**src/rtl/pc_fetch_sequencer_if.sv**
```systemverilog
// Instruction-memory fetch bus between the PC/fetch sequencer and instruction memory.
// The sequencer (master) raises imem_req with imem_addr; memory (slave) answers with
// imem_ack and imem_rdata in the cycle the data is valid.
`timescale 1ns/1ps

interface pc_fetch_sequencer_if;
  logic        imem_req;
  logic [31:0] imem_addr;
  logic        imem_ack;
  logic [31:0] imem_rdata;

  modport master (
    output imem_req,
    output imem_addr,
    input  imem_ack,
    input  imem_rdata
  );

  modport slave (
    input  imem_req,
    input  imem_addr,
    output imem_ack,
    output imem_rdata
  );
endinterface

```
**src/rtl/pc_fetch_sequencer.sv**
```systemverilog
// PC register and instruction fetch sequencer.
// Owns the PC, fetches over a req/ack handshake and holds the fetched instruction
// for decode until it is consumed. Next-PC sources: sequential (+PC_INC), redirect
// (same-cycle or pending) and, when the EXC_VECTOR_EN macro is defined, the
// exception vector. Without EXC_VECTOR_EN the exc_req input is ignored.
`timescale 1ns/1ps

module pc_fetch_sequencer #(
  parameter logic [31:0] RESET_PC   = 32'h0000_0000,
  parameter logic [31:0] PC_INC     = 32'd4,
  parameter logic [31:0] EXC_VECTOR = 32'h0000_0080
) (
  input  logic                   clock,
  input  logic                   reset,
  input  logic                   stall,
  input  logic                   redirect_valid,
  input  logic [31:0]            redirect_target,
  input  logic                   exc_req,
  pc_fetch_sequencer_if.master   imem,
  output logic                   inst_valid,
  output logic [31:0]            inst,
  output logic [31:0]            inst_pc,
  output logic [31:0]            pc_out
);

  typedef enum logic [1:0] {
    S_IDLE  = 2'd0,
    S_FETCH = 2'd1,
    S_ISSUE = 2'd2
  } state_t;

  state_t      state_q;
  logic [31:0] pc_q;
  logic        pendValid_q;
  logic [31:0] pendTarget_q;
  logic        req_q;
  logic        instValid_q;
  logic [31:0] inst_q;
  logic [31:0] instPc_q;

  logic [31:0] pcInc_d;
  logic [31:0] redirTarget_d;
  logic        fetchDiscard_d;

  // Redirect targets are always word aligned; the low two bits are dropped on capture.
  assign redirTarget_d = redirect_target & ~32'h0000_0003;

  // Sequential next PC, 32-bit modulo so the top word wraps to zero.
  assign pcInc_d = pc_q + PC_INC;

`ifdef EXC_VECTOR_EN
  // Set while a fetch abandoned by an exception is still waiting for its ack;
  // the bus keeps presenting the abandoned address until that ack retires it.
  logic        drain_q;
  logic [31:0] drainAddr_q;

  // Any redirect or an abandoned access means the returning data must be dropped.
  assign fetchDiscard_d = redirect_valid | pendValid_q | drain_q;

  assign imem.imem_addr = drain_q ? drainAddr_q : pc_q;

  // Tracks the access abandoned by an exception until memory acknowledges it.
  always_ff @(posedge clock) begin
    if (!reset) begin
      drain_q     <= 1'b0;
      drainAddr_q <= 32'h0;
    end else if (state_q == S_FETCH && imem.imem_ack) begin
      drain_q <= 1'b0;
    end else if (exc_req && state_q == S_FETCH && !drain_q) begin
      drain_q     <= 1'b1;
      drainAddr_q <= pc_q;
    end
  end
`else
  logic [32:0] excUnused;

  // The exception path is absent in this build; exc_req and EXC_VECTOR go nowhere.
  assign excUnused      = {exc_req, EXC_VECTOR};
  assign fetchDiscard_d = redirect_valid | pendValid_q;
  assign imem.imem_addr = pc_q;
`endif

  assign imem.imem_req = req_q;
  assign inst_valid    = instValid_q;
  assign inst          = inst_q;
  assign inst_pc       = instPc_q;
  assign pc_out        = pc_q;

  // Fetch FSM: owns the PC, the pending redirect and all registered outputs.
  always_ff @(posedge clock) begin
    if (!reset) begin
      state_q      <= S_IDLE;
      pc_q         <= RESET_PC;
      pendValid_q  <= 1'b0;
      pendTarget_q <= 32'h0;
      req_q        <= 1'b0;
      instValid_q  <= 1'b0;
      inst_q       <= 32'h0;
      instPc_q     <= 32'h0;
    end else begin
`ifdef EXC_VECTOR_EN
      if (exc_req && state_q != S_IDLE) begin
        pc_q        <= EXC_VECTOR;
        pendValid_q <= 1'b0;
        instValid_q <= 1'b0;
        req_q       <= 1'b1;
        state_q     <= S_FETCH;
      end else
`endif
      case (state_q)
        S_IDLE: begin
          req_q   <= 1'b1;
          state_q <= S_FETCH;
        end

        S_FETCH: begin
          if (imem.imem_ack) begin
            if (fetchDiscard_d) begin
              if (redirect_valid) begin
                pc_q <= redirTarget_d;
              end else if (pendValid_q) begin
                pc_q <= pendTarget_q;
              end
              pendValid_q <= 1'b0;
              req_q       <= 1'b1;
              state_q     <= S_FETCH;
            end else begin
              inst_q      <= imem.imem_rdata;
              instPc_q    <= pc_q;
              pc_q        <= pcInc_d;
              instValid_q <= 1'b1;
              req_q       <= 1'b0;
              state_q     <= S_ISSUE;
            end
          end else if (redirect_valid) begin
            pendValid_q  <= 1'b1;
            pendTarget_q <= redirTarget_d;
          end
        end

        S_ISSUE: begin
          if (redirect_valid) begin
            pc_q <= redirTarget_d;
          end
          if (!stall) begin
            instValid_q <= 1'b0;
            req_q       <= 1'b1;
            state_q     <= S_FETCH;
          end
        end

        default: begin
          req_q       <= 1'b0;
          instValid_q <= 1'b0;
          state_q     <= S_IDLE;
        end
      endcase
    end
  end

endmodule
```
**src/flat_wrapper.sv**
```systemverilog
// flat-port wrapper written by rule: the top's interface ports become plain ports
module pc_fetch_sequencer_flat 
#(
  parameter logic [31:0] RESET_PC   = 32'h0000_0000,
  parameter logic [31:0] PC_INC     = 32'd4,
  parameter logic [31:0] EXC_VECTOR = 32'h0000_0080
)
  (clock, reset, stall, redirect_valid, redirect_target, exc_req, inst_valid, inst, inst_pc, pc_out, imem_imem_req, imem_imem_addr, imem_imem_ack, imem_imem_rdata);
  pc_fetch_sequencer_if imem_i ();
  input  logic clock;
  input  logic reset;
  input  logic stall;
  input  logic redirect_valid;
  input  logic [31:0] redirect_target;
  input  logic exc_req;
  output logic inst_valid;
  output logic [31:0] inst;
  output logic [31:0] inst_pc;
  output logic [31:0] pc_out;
  output wire logic [$bits(imem_i.imem_req)-1:0] imem_imem_req;
  output wire logic [$bits(imem_i.imem_addr)-1:0] imem_imem_addr;
  input wire logic [$bits(imem_i.imem_ack)-1:0] imem_imem_ack;
  input wire logic [$bits(imem_i.imem_rdata)-1:0] imem_imem_rdata;
  assign imem_imem_req = imem_i.imem_req;
  assign imem_imem_addr = imem_i.imem_addr;
  assign imem_i.imem_ack = imem_imem_ack;
  assign imem_i.imem_rdata = imem_imem_rdata;
  pc_fetch_sequencer #(.RESET_PC(RESET_PC), .PC_INC(PC_INC), .EXC_VECTOR(EXC_VECTOR)) u_core (.clock(clock), .reset(reset), .stall(stall), .redirect_valid(redirect_valid), .redirect_target(redirect_target), .exc_req(exc_req), .imem(imem_i), .inst_valid(inst_valid), .inst(inst), .inst_pc(inst_pc), .pc_out(pc_out));
endmodule
```
**config.mk**
```make
export PLATFORM = sky130hd
export DESIGN_NAME = pc_fetch_sequencer_flat
export DESIGN_NICKNAME = d
export VERILOG_FILES = /design/src/rtl/pc_fetch_sequencer_if.sv /design/src/rtl/pc_fetch_sequencer.sv /design/src/flat_wrapper.sv
export SDC_FILE = /design/constraint.sdc
export NUM_CORES = 1
export LEC_CHECK = 0
export CAP_MARGIN = 20
export CORE_UTILIZATION = 40
export CTS_CLUSTER_SIZE = 8
export DETAILED_ROUTE_END_ITERATION = 7
export HOLD_SLACK_MARGIN = 0.02
export PLACE_DENSITY = 0.74
export SYNTH_ARGS = -nofsm -noshare
export SYNTH_HDL_FRONTEND = slang
export SYNTH_SLANG_ARGS = --single-unit
```
**constraint.sdc**
```tcl
create_clock -name clock -period 1.8 [get_ports clock]
set_input_delay 0.27 -clock clock [delete_from_list [all_inputs] [get_ports clock]]
set_output_delay 0.27 -clock clock [all_outputs]
set_load 0.02 [all_outputs]
```
==> results of run 1 <==
## layout make-up
class                           instances  area (µm²)
Clock buffer                           25         527
Sequential cell                       126        2560
Multi-Input combinational cell        567        3020
Timing Repair Buffer                  280        2710
Clock inverter                          5        52.6
Fill cell                            1274        5400
Tap cell                              184         230
Inverter                               10        38.8
## flip-flops by register name (all words and copies together) (netlist names)
signal	count
u_core.inst	32
u_core.pendValid_q	1
u_core.imem.imem_addr	30
u_core.inst_valid	1
u_core.inst_pc	30
u_core.pendTarget_q	30
u_core.state_q	2
## path summary, 6_finish.rpt
check | start | endpoint
max | u_core.imem.imem_addr[13] | u_core.imem.imem_addr[25]
min reg2reg | u_core.pendTarget_q[7] | u_core.pendTarget_q[7]
max reg2reg | u_core.imem.imem_addr[13] | u_core.imem.imem_addr[25]
min | imem_imem_rdata[13] | u_core.inst[13]
## Yosys cell counts (3+ instances only)
| cell type | instances | area, µm² |
|---|---|---|
| nand2b_1 | 4 | 25.0 |
| inv_1 | 10 | 37.5 |
| buf_2 | 8 | 40.0 |
| dfxtp_1 | 126 | 2520 |
| and3_1 | 3 | 18.8 |
| clkbuf_2 | 3 | 15.0 |
| a21oi_1 | 118 | 591 |
| nand2_1 | 219 | 822 |
| mux2i_1 | 4 | 40.0 |
| nor4_1 | 3 | 18.8 |
| a31o_2 | 5 | 43.8 |
| clkbuf_1 | 48 | 180 |
| o211a_1 | 5 | 50.1 |
| a31oi_1 | 7 | 43.8 |
| a311oi_1 | 3 | 26.3 |
| o311ai_0 | 3 | 26.3 |
| o211ai_1 | 21 | 158 |
| o21ai_0 | 31 | 155 |
| buf_1 | 3 | 11.3 |
| xnor2_1 | 7 | 61.3 |
| nand3_1 | 29 | 145 |
| nand4_1 | 5 | 31.3 |
| nor3_1 | 9 | 45.0 |
| or3_1 | 3 | 18.8 |
| and4_1 | 3 | 26.3 |
| nor2_1 | 36 | 135 |
| a311o_1 | 7 | 70.1 |
| buf_4 | 36 | 270 |
## worst reg2reg max path, cell delays in order (launching register included)
cell      delay [ns]
dfxtp_2         0.34
and4_4          0.27
nand4_1         0.17
buf_6           0.21
o311ai_2        0.33
o41ai_2         0.14
o221a_2         0.24
## cell usage in the layout, fill, tap and decap left out, types with 3 or more instances in the layout
master,netlist,final
nor3_2,0,3
nand2b_1,4,4
dlymetal6s2s_1,0,27
nor2_1,36,31
xnor2_1,7,7
nor3_1,9,6
inv_1,10,9
a311oi_1,3,3
buf_6,1,3
nand3_1,29,28
clkbuf_16,0,19
nand4_1,5,5
a311o_1,7,7
a21oi_1,118,118
dlygate4sd2_1,0,23
dfxtp_2,0,16
a31oi_1,7,7
o211ai_1,21,21
a31o_2,5,5
dfxtp_1,126,104
clkdlybuf4s50_1,0,140
buf_12,0,5
buf_4,36,81
clkbuf_8,0,5
mux2i_1,4,4
nor2_2,0,3
o211a_1,5,5
conb_1,1,6
dfxtp_4,0,6
nand2_1,219,218
o21ai_0,31,30
clkinv_2,0,4
## repair_timing
action	4_1_cts	5_1_grt
hold endpoints to repair	0	0
gates resized for setup	30	50
cloned	0	1
setup endpoints to repair	48	50
buffers inserted	0	3
pin swaps	0	3
## power by group through the flow
stage / logic, µW / clock network (µW) / registers [µW]
after global placement: 1420 / 0 / 3090
after detailed placement: 1430 / 0 / 3100
after CTS: 1410 / 3380 / 3040
after floorplan: 630 / 0 / 3210
final: 1420 / 3360 / 3050
after global routing: 1530 / 3530 / 3060
## kinds of logic (layout without fill, tap and decap cells)
group | Yosys count | count (layout) | synth area share, %
buffers and inverters | 109 | 320 | 9.50
xor gates and xnor gates | 7 | 7 | 1.03
adders and majority gates | 1 | 1 | 0.210
AOI/OAI and AO/OA | 226 | 226 | 23.5
muxes | 4 | 4 | 0.672
DFF | 126 | 126 | 42.4
other | 1 | 6 | 0.0630
and+or+nand+nor | 323 | 323 | 22.7
## layer usage
metal	vias up	GRT usage (%)	part of all wire, %
met5	-	0	0
met4	0	9.90	2.3
met3	46	5.49	8.4
met2	328	41.5	46
met1	3002	34.0	43
li1	3121	-	-
## stage by stage
stage               cells  utilization, %  area [µm²]  setup TNS (ns)  hold WS, ns
CTS                  1193            61.4        8930               0        0.391
detailed placement   1163            57.6        8370          -14.66        0.442
finish               1197            62.9        9140               0        0.400
floorplan             802               -        6080               0        0.367
global placement     1163            57.6        8370          -11.71        0.439
global route         1197            62.9        9140         -0.0899        0.406
==> out/results.ini, run 1 <==
[finish]
antenna_cells=0
fin_nets=1073
drive_gt1_share_pct=17.0
area_growth_pct=53.4

[detailed_routing]
viasPerCell=5.43
firstDrtPassIters=6
drcViolationCount=0
drt_iter0_drc=487
via_count=6497
antenna_left=0
drt_wl_total_um=20200
avgRoutedWirePerCell_um=16.9

[timing]
slew_violations=0
rsz0062_at_grt=true
min_period_ns=1.80
fmax_mhz=556
finalSetupViolCount=0
clock_skew_ns=0.00554
final-hold-violation-count=0
postLayoutSetupSlackWorst_ns=0.000591
min_period_over_period_pct=100

[place]
dp_slack_ns=-0.249
port_buffers=190
gp_congestion=0.839
dp_hpwl_um=13500

[power]
power_switching_uw=2110
power_frac_comb_pct=18.2
p_leak_uw=0.00377
power_uw=7830
swShare_pct=26.9
pwr-share-clk_pct=42.9
p_seq_share_pct=38.9
power_density_mw_per_mm2=857
p_int_uw=5720
max-vdd-ir-drop_uv=643

[grt]
grt_max_degree=74
globalRouteOverflowTotal=0
grt_use_total_pct=25.9
grt_pass1_wl_um=30700
grt_pass1_vias=6024
antenna_found_initial=0

[flow_run]
maxCapViolCount=0

[die]
die_h_um=124
dieArea_mm2=0.0154
die_w_um=124
boundaryPins=200
start_util_pct=41.0
num_rows=44
core_area_mm2=0.0145

[clock_tree]
cts_tree=built
numCtsBuffers=17
clock_latency_ns=0.42
clock-root-buffer=clkbuf_16
holdBufCountCts=0
clk_pin_slew_ns=0.05
cts_max_level=4
cts.sinks=126
clockBufferDepth=2

[yosys]
syn_area_mm2=0.00596
ys_seq_elements=126
synth-edff-count=0
yosysSeqAreaShare_pct=42.4
ys.flop_type=dfxtp_1
ys_types=59
synth_warnings=0
syn-instance-count=797
async_flop_share_pct=0
synth_area_per_cell_um2=7.47

[worst_setup_path]
cp.required_ns=2.10
crit_family=compound AO/OA/AOI/OAI gates
cp_num_buf_inv=1
slowest_stage=dfxtp_2
r2r_cells=6
crit_type=flip-flop to flip-flop
cp_max_fo=9
cpPeakStageDelay_ns=0.34
cp_cell_sequence=and4_4, nand4_1, buf_6, o311ai_2, o41ai_2, o221a_2
arrival_ns=2.10
cp-end-kind=flip-flop
cp-start-kind=flip-flop
cp.depth=6
reg2reg_slack_ns=0.0006

[hold_path]
hold_depth=3
hold_class=input port to flip-flop

[run_status]
status=complete, no violations

No activity file was read; power rests on OpenSTA's default activity.
==> run 2: changes to the inputs <==
- GPL_ROUTABILITY_DRIVEN: unset -> 0
- HOLD_SLACK_MARGIN: 0.02 -> 0.05
==> results of run 2 <==
Final layout, timing and power as in run 1 (identical DEF).
==> run 3: changes to the inputs <==
- ABC_CLOCK_PERIOD_IN_PS: unset -> 1800
- SKIP_CTS_REPAIR_TIMING: unset -> 1
==> run 3 against run 2 <==
- the flow now finishes with violations (negative setup slack)
- largest cell class unchanged
- worst setup slack worse by 0.045 ns
- final cell count is 0.25% higher
- critical path type unchanged
- combinational power hardly changed
- flip-flop and latch count stayed put
- global-route usage hardly changed
- wire length hardly changed
- power is 0.27% higher
- worst hold slack worse by 0.0017 ns
- die area stayed put
- clock skew hardly changed
- via count is 0.91% higher
==> out/results.ini, run 3 (synthesis gave the netlist of run 1 again) <==
[run_status]
status=complete, but fails checks  ; was complete, no violations
violations=negative setup slack

[detailed_routing]
avgRoutedWirePerCell_um=16.9  ; about the same
drt_iter0_drc=564  ; was 487
firstDrtPassIters=5  ; was 6
antenna_left=0  ; unchanged
drcViolationCount=0  ; unchanged
via_count=6556  ; was 6497
viasPerCell=5.46  ; was 5.43
drt_wl_total_um=20200  ; about the same

[finish]
drive_gt1_share_pct=17.7  ; was 17.0%
fin_nets=1076  ; was 1073
multi_input_area_mm2=0.00305  ; was 0.00302 mm²
largest_reg_flops=32  ; unchanged
nFillCells=1238  ; was 1274
antenna_cells=0  ; unchanged
area_growth_pct=55.7  ; was 53.4%
final_cell_mix=218 x nand2_1, 139 x clkdlybuf4s50_1, 118 x a21oi_1  ; was 218 x nand2_1, 140 x clkdlybuf4s50_1, 118 x a21oi_1
final_cells=1200  ; was 1197
layout_commonest_cell=nand2_1  ; unchanged
seqCellArea_mm2=0.00257  ; was 0.00256 mm²

[worst_setup_path]
crit_type=flip-flop to flip-flop  ; unchanged
r2r_cells=6  ; unchanged
reg2reg_from=u_core.imem.imem_addr[14]  ; was u_core.imem.imem_addr[13]
cp.required_ns=2.10  ; about the same
cp-end-kind=flip-flop  ; unchanged
cp-start-kind=flip-flop  ; unchanged
arrival_ns=2.15  ; was 2.10 ns
cp_max_fo=5  ; was 9
reg2reg_to=u_core.imem.imem_addr[25]  ; unchanged
reg2reg_slack_ns=-0.04  ; was 0.0006 ns

[die]
dieArea_mm2=0.0154  ; unchanged
boundaryPins=200  ; unchanged
start_util_pct=41.0  ; unchanged
core_area_mm2=0.0145  ; unchanged
num_rows=44  ; unchanged
die_w_um=124  ; unchanged
die_h_um=124  ; unchanged

[clock_tree]
cts_max_level=4  ; unchanged
clk_pin_slew_ns=0.05  ; about the same
clock_latency_ns=0.42  ; about the same
clockBufferDepth=2  ; unchanged
clock-root-buffer=clkbuf_16  ; unchanged
numCtsBuffers=17  ; unchanged
cts.sinks=126  ; unchanged
cts_tree=built  ; unchanged

[hold_path]
worstHoldEndpoint=u_core.inst[13]  ; unchanged
hold_depth=3  ; unchanged
hold_class=input port to flip-flop  ; unchanged
hold_start=imem_imem_rdata[13]  ; unchanged

[timing]
fmax_mhz=542  ; was 556 MHz
final-hold-violation-count=0  ; unchanged
clock_skew_ns=0.00536  ; was 0.00554 ns
min_period_over_period_pct=102  ; was 100%
min_period_ns=1.84  ; was 1.80 ns
rsz0062_at_grt=true  ; unchanged
postLayoutSetupSlackWorst_ns=-0.0440  ; was 0.000591 ns
slew_violations=0  ; unchanged
tightest_slew_ns=0.488
final.setup.tns_ns=-0.114  ; was 0 ns
slew_headroom_pct=67.1
finalSetupViolCount=4  ; was 0

[grt]
grt_max_degree=74  ; unchanged
globalRouteOverflowTotal=0  ; unchanged
grt_pass1_vias=6014  ; was 6024
grt_use_total_pct=25.8  ; was 25.9%
antenna_found_initial=0  ; unchanged
grt_pass1_wl_um=30700  ; about the same

[power]
p_leak_uw=0.00411  ; was 0.00377 µW
max-vdd-ir-drop_uv=662  ; was 643 µV
power_density_mw_per_mm2=846  ; was 857 mW/mm²
power_uw=7850  ; was 7830 µW

[flow_run]
maxCapViolCount=0  ; unchanged

[place]
placed_cells=1163  ; unchanged
port_buffers=190  ; unchanged
dp_hpwl_um=13500  ; unchanged

-- run 3: metrics by stage --
step | setup WS (ns) | hold slack (ns) | cell area (µm²) | utilization (%)
floorplan | 0.00284 | 0.367 | 6080 | -
global placement | -0.213 | 0.439 | 8370 | 57.6
detailed placement | -0.249 | 0.442 | 8370 | 57.6
CTS | -0.128 | 0.391 | 8940 | 61.5
global route | -0.0962 | 0.408 | 9270 | 63.8
finish | -0.0440 | 0.398 | 9270 | 63.8
-- run 3: worst max-delay path, cell delays in order (launching register included) --
cell,delay [ns]
dfxtp_2,0.33
and4_4,0.26
nand4_1,0.27
buf_6,0.26
o311ai_4,0.25
o41ai_2,0.13
o221a_2,0.24
-- run 3: worst max path at each step --
stage	depth (start not counted)	end	slack, ns	startpoint
final	6	u_core.imem.imem_addr[25]	-0.04	u_core.imem.imem_addr[14]
after CTS	7	u_core.imem.imem_addr[30]	-0.13	u_core.state_q[1]
after floorplan	7	u_core.imem.imem_addr[17]	0.003	u_core.imem.imem_addr[4]
after global placement	5	u_core.imem.imem_addr[26]	-0.21	redirect_valid
after detailed placement	7	u_core.imem.imem_addr[14]	-0.25	redirect_valid
after global routing	5	u_core.imem.imem_addr[22]	-0.1	u_core.imem.imem_addr[14]
-- run 3: cell type report --
type                       instances  area share, %
clock inverter                     5          0.567
inverter                          10          0.418
sequential                       126           27.7
timing repair buffer             283           30.3
clock buffer                      25           5.68
multi-input combinational        567           32.9
tap                              184           2.48
-- run 3: layer usage --
layer  vias up  global-route usage [%]  part of all wire [%]
met5         -                       0                     0
met4         0                    9.90                   2.1
met3        56                    5.40                   9.5
met2       350                    41.3                    46
met1      3012                    34.1                    42
li1       3138                       -                     -
-- run 3: power by group --
part / switching, µW / internal, µW
registers: 124 / 2920
logic: 766 / 678
clock network: 1220 / 2140
